==> config.mk <==
export PLATFORM = sky130hd
export DESIGN_NAME = sub_d_pipe_flat
export DESIGN_NICKNAME = d
export VERILOG_FILES = /design/src/rtl/sub_d_pipe_if.sv /design/src/rtl/sub_d_pipe.sv /design/src/flat_wrapper.sv
export SDC_FILE = /design/constraint.sdc
export NUM_CORES = 1
export LEC_CHECK = 0
export ABC_AREA = 1
export CAP_MARGIN = 15
export CORE_MARGIN = 2
export CORE_UTILIZATION = 45
export CTS_BUF_LIST = sky130_fd_sc_hd__clkbuf_8
export CTS_CLUSTER_SIZE = 14
export DETAILED_ROUTE_END_ITERATION = 7
export PLACE_DENSITY = 0.81
export SKIP_CTS_REPAIR_TIMING = 1
export SLEW_MARGIN = 10
export SYNTH_ARGS = -nofsm -noshare
export SYNTH_HDL_FRONTEND = slang
export SYNTH_SLANG_ARGS = --single-unit
==> constraint.sdc <==
create_clock -name testi_clk_d -period 4.04 [get_ports testi_clk_d]
set_input_delay 0.404 -clock testi_clk_d [delete_from_list [all_inputs] [get_ports testi_clk_d]]
set_output_delay 0.404 -clock testi_clk_d [all_outputs]
set_load 0.1 [all_outputs]
==> src/rtl/sub_d_pipe_if.sv <==
// rtl/sub_d_pipe_if.sv - handshake and result bundle for the sub_d_pipe channel combiner
interface sub_d_pipe_if #(
    parameter int NCH   = 3,
    parameter int W     = 1,
    parameter int DEPTH = 4,
    parameter int ACC_W = 16
) ();
    localparam int SW = W + $clog2(NCH);
    localparam int CW = $clog2(DEPTH + 1);

    logic                testi_valid_d;
    logic                testi_ready_d;
    logic [NCH*W-1:0]    testi_data_d;
    logic                testi_clr_d;
    logic                testo_valid_d;
    logic                testo_ready_d;
    logic [SW-1:0]       testo_sum_d;
    logic [W-1:0]        testo_par_d;
    logic [CW-1:0]       testo_cnt_d;
    logic [ACC_W-1:0]    testo_acc_d;

    modport master (
        output testi_valid_d, testi_data_d, testi_clr_d, testo_ready_d,
        input  testi_ready_d, testo_valid_d, testo_sum_d, testo_par_d,
               testo_cnt_d, testo_acc_d
    );

    modport slave (
        input  testi_valid_d, testi_data_d, testi_clr_d, testo_ready_d,
        output testi_ready_d, testo_valid_d, testo_sum_d, testo_par_d,
               testo_cnt_d, testo_acc_d
    );
endinterface

==> src/rtl/sub_d_pipe.sv <==
// rtl/sub_d_pipe.sv - buffered NCH-channel sum/parity combiner with result FIFO
// Optional running accumulator of popped sums built when SUB_D_PIPE_ACC_EN is defined.
module sub_d_pipe #(
    parameter int NCH   = 3,
    parameter int W     = 1,
    parameter int DEPTH = 4,
    parameter int ACC_W = 16
) (
    input  logic        testi_clk_d,
    input  logic        testi_rst_n_d,
    sub_d_pipe_if.slave bus
);
    localparam int SW = W + $clog2(NCH);
    localparam int CW = $clog2(DEPTH + 1);
    localparam int AW = $clog2(DEPTH);

    logic [SW-1:0] mem_sum [DEPTH];
    logic [W-1:0]  mem_par [DEPTH];
    logic [AW-1:0] wr_ptr;
    logic [AW-1:0] rd_ptr;
    logic [CW-1:0] cnt;
    logic [CW-1:0] cnt_nxt;
    logic          ready_q;
    logic          push;
    logic          pop;
    logic          out_valid;
    logic [SW-1:0] beat_sum;
    logic [W-1:0]  beat_par;

    always_comb begin
        beat_sum = '0;
        beat_par = '0;
        for (int k = 0; k < NCH; k++) begin
            beat_sum = beat_sum + SW'(bus.testi_data_d[k*W +: W]);
            beat_par = beat_par ^ bus.testi_data_d[k*W +: W];
        end
    end

    assign out_valid = (cnt != '0);
    assign push      = bus.testi_valid_d && ready_q;
    assign pop       = out_valid && bus.testo_ready_d;
    assign cnt_nxt   = cnt + CW'(push) - CW'(pop);

    // Ready is registered from the next occupancy so it never asserts while full.
    always_ff @(posedge testi_clk_d or negedge testi_rst_n_d) begin
        if (!testi_rst_n_d) begin
            wr_ptr  <= '0;
            rd_ptr  <= '0;
            cnt     <= '0;
            ready_q <= 1'b0;
        end else begin
            cnt     <= cnt_nxt;
            ready_q <= (cnt_nxt < CW'(DEPTH));
            if (push) wr_ptr <= wr_ptr + AW'(1);
            if (pop)  rd_ptr <= rd_ptr + AW'(1);
        end
    end

    always_ff @(posedge testi_clk_d) begin
        if (push) begin
            mem_sum[wr_ptr] <= beat_sum;
            mem_par[wr_ptr] <= beat_par;
        end
    end

    assign bus.testi_ready_d = ready_q;
    assign bus.testo_valid_d = out_valid;
    assign bus.testo_sum_d   = out_valid ? mem_sum[rd_ptr] : '0;
    assign bus.testo_par_d   = out_valid ? mem_par[rd_ptr] : '0;
    assign bus.testo_cnt_d   = cnt;

`ifdef SUB_D_PIPE_ACC_EN
    logic [ACC_W-1:0] acc;

    // Clear wins over a same-cycle pop; the popped sum is dropped.
    always_ff @(posedge testi_clk_d or negedge testi_rst_n_d) begin
        if (!testi_rst_n_d) begin
            acc <= '0;
        end else if (bus.testi_clr_d) begin
            acc <= '0;
        end else if (pop) begin
            acc <= acc + ACC_W'(mem_sum[rd_ptr]);
        end
    end

    assign bus.testo_acc_d = acc;
`else
    logic unused_clr;
    assign unused_clr      = bus.testi_clr_d;
    assign bus.testo_acc_d = '0;
`endif
endmodule

==> src/flat_wrapper.sv <==
// flat-port wrapper written by rule: the top's interface ports become plain ports
module sub_d_pipe_flat 
#(
    parameter int NCH   = 3,
    parameter int W     = 1,
    parameter int DEPTH = 4,
    parameter int ACC_W = 16
)
  (testi_clk_d, testi_rst_n_d, bus_testi_valid_d, bus_testi_data_d, bus_testi_clr_d, bus_testo_ready_d, bus_testi_ready_d, bus_testo_valid_d, bus_testo_sum_d, bus_testo_par_d, bus_testo_cnt_d, bus_testo_acc_d);
  sub_d_pipe_if #(.NCH(NCH), .W(W), .DEPTH(DEPTH), .ACC_W(ACC_W)) bus_i ();
  input  logic testi_clk_d;
  input  logic testi_rst_n_d;
  input wire logic [$bits(bus_i.testi_valid_d)-1:0] bus_testi_valid_d;
  input wire logic [$bits(bus_i.testi_data_d)-1:0] bus_testi_data_d;
  input wire logic [$bits(bus_i.testi_clr_d)-1:0] bus_testi_clr_d;
  input wire logic [$bits(bus_i.testo_ready_d)-1:0] bus_testo_ready_d;
  output wire logic [$bits(bus_i.testi_ready_d)-1:0] bus_testi_ready_d;
  output wire logic [$bits(bus_i.testo_valid_d)-1:0] bus_testo_valid_d;
  output wire logic [$bits(bus_i.testo_sum_d)-1:0] bus_testo_sum_d;
  output wire logic [$bits(bus_i.testo_par_d)-1:0] bus_testo_par_d;
  output wire logic [$bits(bus_i.testo_cnt_d)-1:0] bus_testo_cnt_d;
  output wire logic [$bits(bus_i.testo_acc_d)-1:0] bus_testo_acc_d;
  assign bus_i.testi_valid_d = bus_testi_valid_d;
  assign bus_i.testi_data_d = bus_testi_data_d;
  assign bus_i.testi_clr_d = bus_testi_clr_d;
  assign bus_i.testo_ready_d = bus_testo_ready_d;
  assign bus_testi_ready_d = bus_i.testi_ready_d;
  assign bus_testo_valid_d = bus_i.testo_valid_d;
  assign bus_testo_sum_d = bus_i.testo_sum_d;
  assign bus_testo_par_d = bus_i.testo_par_d;
  assign bus_testo_cnt_d = bus_i.testo_cnt_d;
  assign bus_testo_acc_d = bus_i.testo_acc_d;
  sub_d_pipe #(.NCH(NCH), .W(W), .DEPTH(DEPTH), .ACC_W(ACC_W)) u_core (.testi_clk_d(testi_clk_d), .testi_rst_n_d(testi_rst_n_d), .bus(bus_i));
endmodule
==> results.tsv, run 1 <==
stage	metric	value	unit
status	status	finished, final reports clean	
layout	n_fill_cell	212	
sta	finalSetupTns	0	ps
critical_path	timing.rr.start	u_core.bus.testo_cnt_d[1]	
synthesis	syn_area	0.00117	mm²
critical_path	rr_worst_depth	10	
sta	max_slew_margin	34.4	%
routing	drtIter0Drc	8	
grt	grt_max_degree	13	
cts	clk_pin_slew	70	ps
layout	layout-drive-gt1-share	5.84	%
synthesis	synth_top_family_by_area	buffers and inverters	
layout	layout.nets	157	
cts	htreeDepth	1	
critical_path	start_kind	flip-flop	
floorplan	coreArea	0.00248	mm²
synthesis	avgSynthCellArea	9.66	µm²
place	hpwl	1340	µm
critical_path	endpoint_kind	primary output	
synthesis	synthMuxAreaShare	0	%
grt	grt_usage	12.9	%
synthesis	yosys.area_share.simple	11.9	%
synthesis	synthDistinctLibCells	19	
grt	grt_overflow	0	
synthesis	syn-instance-count	121	
hold_path	hp-class	in -> async	
sta	rsz0062_at_grt	false	
synthesis	synth_xor_area_share	3.00	%
sta	period_needed	2770	ps
synthesis	seq_area_frac_synth	48.0	%
routing	wl_per_cell	9.63	µm
place	numPortBuffers	15	
layout	syn2layout_area_growth	15.4	%
floorplan	rows	18	
synthesis	ys_ff_latch	20	
critical_path	required	3640	ps
routing	route.detailed.drc	0	
cts	cts-root-buf	clkbuf_8	
cts	cts_buffers	3	
floorplan	io_pins	33	
routing	num_vias	705	
sta	drv_slew	0	
layout	utilization	54.4	%
routing	drt_wl_total	1610	µm
sta	hold_viol_final	0	
sta	fmax	0.361	GHz
synthesis	synth_compound_area_share	2.14	%
floorplan	fp.dieW	55.0	µm
critical_path	criticalPathCategory	reg -> out	
layout	n_antenna_cell	0	
place	dp.cells	163	
cts	cts.sinks	20	
routing	ant_nets	0	
critical_path	timing.rr.end	u_core.bus.testo_cnt_d[2]	
floorplan	dieHeight	55.0	µm
synthesis	yosys_warnings	0	
cts	clk_path_buf_depth	2	
sta	skew	7.44	ps
critical_path	worst_ep_arrival_time	2370	ps
floorplan	initial_core_util	47.2	%
synthesis	synth_fa_ha_area_share	13.1	%
layout	stdcell_count	167	
sta	fin_crit_sh	68.6	%
sta	hold-worst-slack	416	ps
sta	setup_viol	0	
critical_path	crit_fanout	9	
routing	route.detailed.vias_per_inst	4.22	
grt	grt_pass1_wl	2680	µm
cts	cts_tree	built	
floorplan	dieArea	0.00302	mm²
cts	insertion_delay	260	ps
flow_run	cap_violations	0	
sta	tightest_slew	980	ps
routing	dr.pass1.iters	3	
grt	grt_antenna_before_repair	0	
critical_path	regToRegSetupSlack	1990	ps
place	gp_congestion	0.749	
grt	grt_pass1_vias	634	
==> layout by cell type (no fill, tap or decap), drive strengths merged <==
master	instances
inv	29
nand2	21
conb	16
clkdlybuf4s50	15
edfxtp	12
ha	9
dfrtp	8
nand3	8
nor2	4
clkbuf	3
a21oi	3
xor2	2
xnor2	2
fa	2
o21ai	2
bufinv	1
==> Yosys cell counts <==
cell	n	area [µm²]
a21oi_1	3	15.0
buf_4	17	128
inv_1	27	101
inv_6	1	8.76
conb_1	1	3.75
nor2_1	4	15.0
nand3_1	7	35.0
nand2_1	21	78.8
fa_1	2	40.0
xor2_1	2	17.5
o21ai_0	1	5.00
buf_6	1	11.3
ha_1	9	113
edfxtp_1	12	360
xnor2_1	2	17.5
nand3_2	1	10.0
inv_2	1	3.75
o21ai_1	1	5.00
dfrtp_1	8	200
==> worst max path at each step <==
stage / depth (start not counted) / from / slack [ps] / endpoint
6_report: 5 / u_core.rd_ptr[0] / 1270 / bus_testo_sum_d[0]
5_1_grt: 5 / u_core.rd_ptr[0] / 1170 / bus_testo_sum_d[0]
4_1_cts: 5 / u_core.rd_ptr[0] / 1240 / bus_testo_sum_d[0]
3_5_place_dp: 5 / u_core.rd_ptr[0] / 1540 / bus_testo_sum_d[0]
3_3_place_gp: 5 / u_core.rd_ptr[0] / 1590 / bus_testo_par_d
2_1_floorplan: 4 / u_core.bus.testo_cnt_d[2] / 440 / bus_testo_sum_d[1]
==> final cells by class <==
cell class,instances,area (µm²),area share [%]
Sequential cell,20,561,41.6
Clock inverter,1,30.0,2.23
Inverter,29,114,8.44
Multi-Input combinational cell,69,415,30.8
Clock buffer,3,41.3,3.06
Tap cell,30,37.5,2.78
Timing Repair Buffer,15,150,11.1
==> metrics by stage <==
stage	instance area, µm²	setup WS, ps
after floorplan	1230	435
after global placement	1280	1590
after detailed placement	1280	1540
after CTS	1350	1240
after global routing	1350	1170
final	1350	1270
==> per-layer routing <==
metal  vias to the layer above  routed length, µm  track usage (%)
li1                        359                  -                -
met3                         5                 79             2.42
met2                        24                845             23.8
met4                         0                 34             7.32
met1                       317                649             13.7
met5                         -                  0                0
==> state kept, by name (all words and copies together), names as in the netlist <==
register / count
u_core.wr_ptr: 2
u_core.bus.testi_ready_d: 1
u_core.rd_ptr: 2
u_core.mem_sum: 12
u_core.bus.testo_cnt_d: 3
==> critical path, stage by stage (launching register included) <==
cell and delay, ps:
dfrtp_1 580, inv_6 70, nand2_1 70, nand3_1 80, a21oi_2 160, clkdlybuf4s50_1 1150
==> cells by family after synthesis <==
family,Yosys count
buffers and inverters,47
AO/OA/AOI/OAI,5
adder cells (fa/ha/maj),11
other,1
flip-flops,20
AND/OR/NAND/NOR,33
XOR/XNOR,4
Power of run 1 is not shown: default switching activity piles up to over one toggle a cycle in this logic, so the estimate is an artifact.
==> run 2, diff against run 1 <==
CORE_UTILIZATION = 44   (was 45)
PLACE_DENSITY = 0.82   (was 0.81)
clock period = 2.4 ns   (was 4.04 ns; I/O delays follow)
==> run 2 against run 1 <==
Effect of this change: global-route usage is 0.89 points lower; die area is 2.1% higher; first-iteration DRC count is 63% lower; non-clock buffer count stayed put; worst setup slack worse by 870 ps; flip-flop and latch count stayed put; final cell count stayed put; clock skew is 1.6 ps lower; register-to-register slack worse by 1600 ps; worst hold slack worse by 150 ps; wire length is 1.7% higher; count of clock-buffer cells in the layout is 1 higher.
==> results.tsv, run 2 (same netlist as run 1, synthesis figures left out) <==
stage	metric	value	unit	change
sta	hold-worst-slack	262	ps	-153 ps
cts	clk_pin_slew	70	ps	about the same
sta	hold_viol_final	0		unchanged
sta	setup_viol	0		unchanged
grt	grt_overflow	0		unchanged
sta	skew	5.85	ps	-1.58 ps
cts	cts_buffers	3		unchanged
critical_path	endpoint_kind	flip-flop		
routing	drtIter0Drc	3		-5
sta	setup_slack	398	ps	-872 ps
floorplan	initial_core_util	46.7	%	-0.42 points
place	hpwl	1380	µm	+3.3%
routing	wl_per_cell	9.80	µm	+1.7%
critical_path	criticalPathCategory	reg -> reg		
cts	insertion_delay	260	ps	about the same
critical_path	required	2560	ps	-1080 ps
layout	final_common_cell	inv_1		
grt	grt_pass1_vias	674		+6.3%
cts	cts-root-buf	clkbuf_8		
floorplan	dieHeight	55.5	µm	+1.0%
grt	grt_pass1_wl	2860	µm	+6.4%
layout	layout-drive-gt1-share	19.0	%	+13 points
layout	n_fill_cell	223		+5.2%
sta	rsz0062_at_grt	false		
cts	cts_tree	built		
cts	cts.sinks	20		unchanged
routing	num_vias	697		-1.1%
critical_path	critPathLaunch	u_core.bus.testo_cnt_d[1]		
place	numPortBuffers	15		unchanged
routing	drt_wl_total	1640	µm	+1.7%
critical_path	start_kind	flip-flop		
floorplan	rows	18		unchanged
grt	grt_usage	12.0	%	-0.89 points
routing	route.detailed.vias_per_inst	4.17		-1.1%
place	gp_congestion	0.708		-5.4%
sta	period_needed	2000	ps	
grt	grt_max_degree	12		-1
critical_path	crit_fanout	4		-5
hold_path	hp-class	in -> async		
grt	grt_antenna_before_repair	0		unchanged
sta	finalSetupTns	0	ps	unchanged
place	dp.cells	163		unchanged
layout	top_register	u_core.mem_sum		
floorplan	io_pins	33		unchanged
layout	stdcell_count	167		unchanged
layout	largest_reg_flops	12		unchanged
floorplan	fp.dieW	55.5	µm	+1.0%
layout	layout.nets	157		unchanged
layout	n_antenna_cell	0		unchanged
cts	htreeDepth	1		unchanged
floorplan	dieArea	0.00308	mm²	+2.1%
critical_path	worst_ep_arrival_time	2160	ps	-210 ps
sta	fin_crit_sh	83.4	%	
status	status	finished, final reports clean		
sta	drv_slew	0		unchanged
flow_run	cap_violations	0		unchanged
layout	mostFrequentLayoutCells	inv_1, nand2_1, conb_1		
cts	clk_path_buf_depth	2		unchanged
critical_path	rr_worst_depth	10		unchanged
place	dp_slack	388	ps	-1150 ps
layout	syn2layout_area_growth	16.1	%	
routing	dr.pass1.iters	3		unchanged
routing	route.detailed.drc	0		unchanged
routing	ant_nets	0		unchanged
critical_path	timing.rr.start	u_core.bus.testo_cnt_d[1]		
floorplan	coreArea	0.00250	mm²	+0.91%
sta	fmax	0.500	GHz	
## run 2: cell type report
type	count	area (µm²)	area share, %
tap	30	37.5	2.77
sequential	20	572	42.2
timing repair buffer	15	128	9.41
multi-input combinational	69	443	32.7
inverter	29	121	8.95
clock buffer	4	55.1	4.06
## run 2: worst max-delay path, cell delays in order, from the launching register on
cell	delay (ps)
dfrtp_4	520
inv_4	80
nand3_4	70
nand2_2	110
inv_1	60
ha_1	270
inv_1	60
ha_1	130
inv_1	50
fa_2	510
inv_1	40
## run 2: final timing paths
kind,end,slack [ps]
max,u_core.bus.testo_cnt_d[1],400
min,u_core.bus.testo_cnt_d[0],260
max reg2reg,u_core.bus.testo_cnt_d[1],400
min reg2reg,u_core.wr_ptr[0],630
max in group asynchronous,u_core.bus.testo_cnt_d[2],1830
min in group testi_clk_d,u_core.rd_ptr[0],590
## run 2: layer usage
metal	up-vias	global-route usage [%]	wire length, µm	share of wire, %
met4	0	6.27	34	2.1
met5	-	0	0	0
met3	5	3.75	94	5.7
met1	306	13.8	711	43
met2	25	20.1	795	49
li1	361	-	-	-
## run 2: stage by stage
stage / area, µm² / util [%]
after detailed placement: 1300 / 52.1
final: 1360 / 54.3
after global placement: 1300 / 52.1
after global routing: 1360 / 54.3
after CTS: 1360 / 54.3
after floorplan: 1270 / -
Power of run 2 is left out for the same reason.
==> run 3, diff against run 2 <==
clock period = 1.7 ns   (was 2.4 ns; I/O delays follow)
==> run 3 against run 2 <==
Effect of this change: the run now ends with negative setup slack left; design area rose by 17%; first-iteration DRC count rose to 3.3 times the previous value; global-route usage rose by 1.4 points; critical path type unchanged; fmax rose by 5.7%; worst setup slack got worse by 590 ps; via count rose by 13%; flip-flop and latch count did not move; register-to-register slack got worse by 590 ps; highest routed layer unchanged; core utilization rose by 9.2 points.
==> results.tsv, run 3 (same netlist as run 1, synthesis figures left out) <==
stage	metric	value	unit	change
status	status	finished, violations left		
status	violations	negative setup slack		
grt	grt_pass1_vias	779		+16%
routing	num_vias	790		+13%
grt	grt_overflow	0		unchanged
critical_path	cp_common_cell	inv_2		
layout	stdcell_area	0.00159	mm²	+17%
place	dpl-instance-area	0.00148	mm²	+13%
routing	wl_per_cell	11.2	µm	+15%
layout	layout-drive-gt1-share	31.1	%	+12 points
layout	n_antenna_cell	0		unchanged
cts	htreeDepth	1		unchanged
sta	skew	6.79	ps	+0.933 ps
cts	cts-root-buf	clkbuf_8		
critical_path	cpPeakStageDelay	560	ps	+40 ps
layout	top_register	u_core.mem_sum		
grt	grt_usage	13.5	%	+1.4 points
critical_path	rr_worst_depth	10		unchanged
routing	drtIter0Drc	10		+7
cts	clk_pin_slew	70	ps	about the same
grt	grt_pass1_wl	3290	µm	+15%
layout	largest_reg_flops	12		unchanged
critical_path	worst_ep_arrival_time	2050	ps	-110 ps
critical_path	criticalPathCategory	reg -> reg		
critical_path	crit_fanout	2		-2
floorplan	rows	18		unchanged
routing	drt_wl_total	2000	µm	+22%
sta	finalSetupTns	-486	ps	-486 ps
critical_path	start_kind	flip-flop		
cts	insertion_delay	250	ps	about the same
floorplan	dieHeight	55.5	µm	unchanged
grt	grt_max_degree	12		unchanged
critical_path	timing.rr.end	u_core.bus.testo_cnt_d[1]		
flow_run	cap_violations	0		unchanged
critical_path	critPathLaunch	u_core.bus.testo_cnt_d[2]		
routing	dr.pass1.iters	4		+1
cts	clk_path_buf_depth	2		unchanged
floorplan	coreArea	0.00250	mm²	unchanged
floorplan	initial_core_util	46.7	%	unchanged
hold_path	hp-class	in -> async		
sta	fin_crit_sh	111	%	+28 points
sta	drv_slew	0		unchanged
cts	cts_buffers	3		unchanged
place	hpwl	1590	µm	+15%
cts	cts_tree	built		
place	numPortBuffers	15		unchanged
sta	fmax	0.528	GHz	+5.7%
critical_path	required	1850	ps	-710 ps
sta	hold_viol_final	0		unchanged
floorplan	io_pins	33		unchanged
sta	rsz0062_at_grt	true		
routing	ant_nets	0		unchanged
layout	layout.nets	168		+7.0%
critical_path	timing.rr.start	u_core.bus.testo_cnt_d[2]		
critical_path	regToRegSetupSlack	-190	ps	-590 ps
layout	syn2layout_area_growth	35.7	%	
layout	mostFrequentLayoutCells	nand2_1, inv_1, conb_1		
critical_path	critPathSlowestCell	fa_2		
routing	route.detailed.drc	0		unchanged
sta	setup_slack	-195	ps	-593 ps
grt	grt_antenna_before_repair	0		unchanged
sta	period_needed	1890	ps	-107 ps
place	gp_congestion	0.733		+3.4%
routing	route.detailed.vias_per_inst	4.44		+6.3%
floorplan	fp.dieW	55.5	µm	unchanged
sta	setup_viol	3		+3
critical_path	endpoint_kind	flip-flop		
floorplan	dieArea	0.00308	mm²	unchanged
critical_path	crit_chain	inv_4, nand3_4, nand2_2, inv_2, ha_4, inv_2, ha_4, inv_2, fa_2, inv_2		
cts	cts.sinks	20		unchanged
-- run 3: cell types whose count changed in the layout (fill, tap and decap cells not counted) --
cell and delta:
buf_4 +3, inv_1 -5, inv_2 +4, ha_4 +2, ha_1 -2, dfrtp_1 -2
a21oi_4 +2, clkinvlp_4 +1, dfrtp_2 +2, a21oi_2 -2, buf_12 +8
-- run 3: cell type report --
type                            instances  area [µm²]
Timing Repair Buffer                   26         310
Tap cell                               30        37.5
Clock buffer                            4        55.1
Sequential cell                        20         574
Multi-Input combinational cell         69         483
Inverter                               29         125
Fill cell                             186         915
-- run 3: metal layers --
metal	wire (µm)	share of wire, %	GRT usage [%]
met1	752	38	16.1
met4	24	1.2	4.18
met3	78	3.9	2.11
met2	1140	57	24.7
met5	0	0	0
-- run 3: critical path, delay by kind of cell (launching register included) --
kind / cells / cell delay (ps)
adder cells (fa/ha/maj): 3 / 910
buffers and inverters: 5 / 250
flip-flops: 1 / 490
AND/OR/NAND/NOR: 2 / 140
-- run 3: through the flow --
stage	utilization (%)	std cells	setup slack [ps]	hold WS, ps
2_1_floorplan	-	136	-693	-126
3_3_place_gp	59.0	171	-159	466
3_5_place_dp	59.0	171	-244	482
4_1_cts	61.2	175	-253	205
5_1_grt	63.4	178	-228	214
6_report	63.4	178	-195	196
-- run 3: worst max path at each step --
stage	endpoint	slack, ps	depth (start not counted)
5_1_grt	u_core.bus.testo_cnt_d[1]	-230	10
3_5_place_dp	u_core.bus.testo_cnt_d[1]	-240	10
3_3_place_gp	u_core.bus.testo_cnt_d[1]	-160	9
4_1_cts	u_core.bus.testo_cnt_d[1]	-250	10
6_report	u_core.bus.testo_cnt_d[1]	-190	10
2_1_floorplan	u_core.bus.testo_cnt_d[1]	-690	10
Power of run 3 is left out for the same reason.
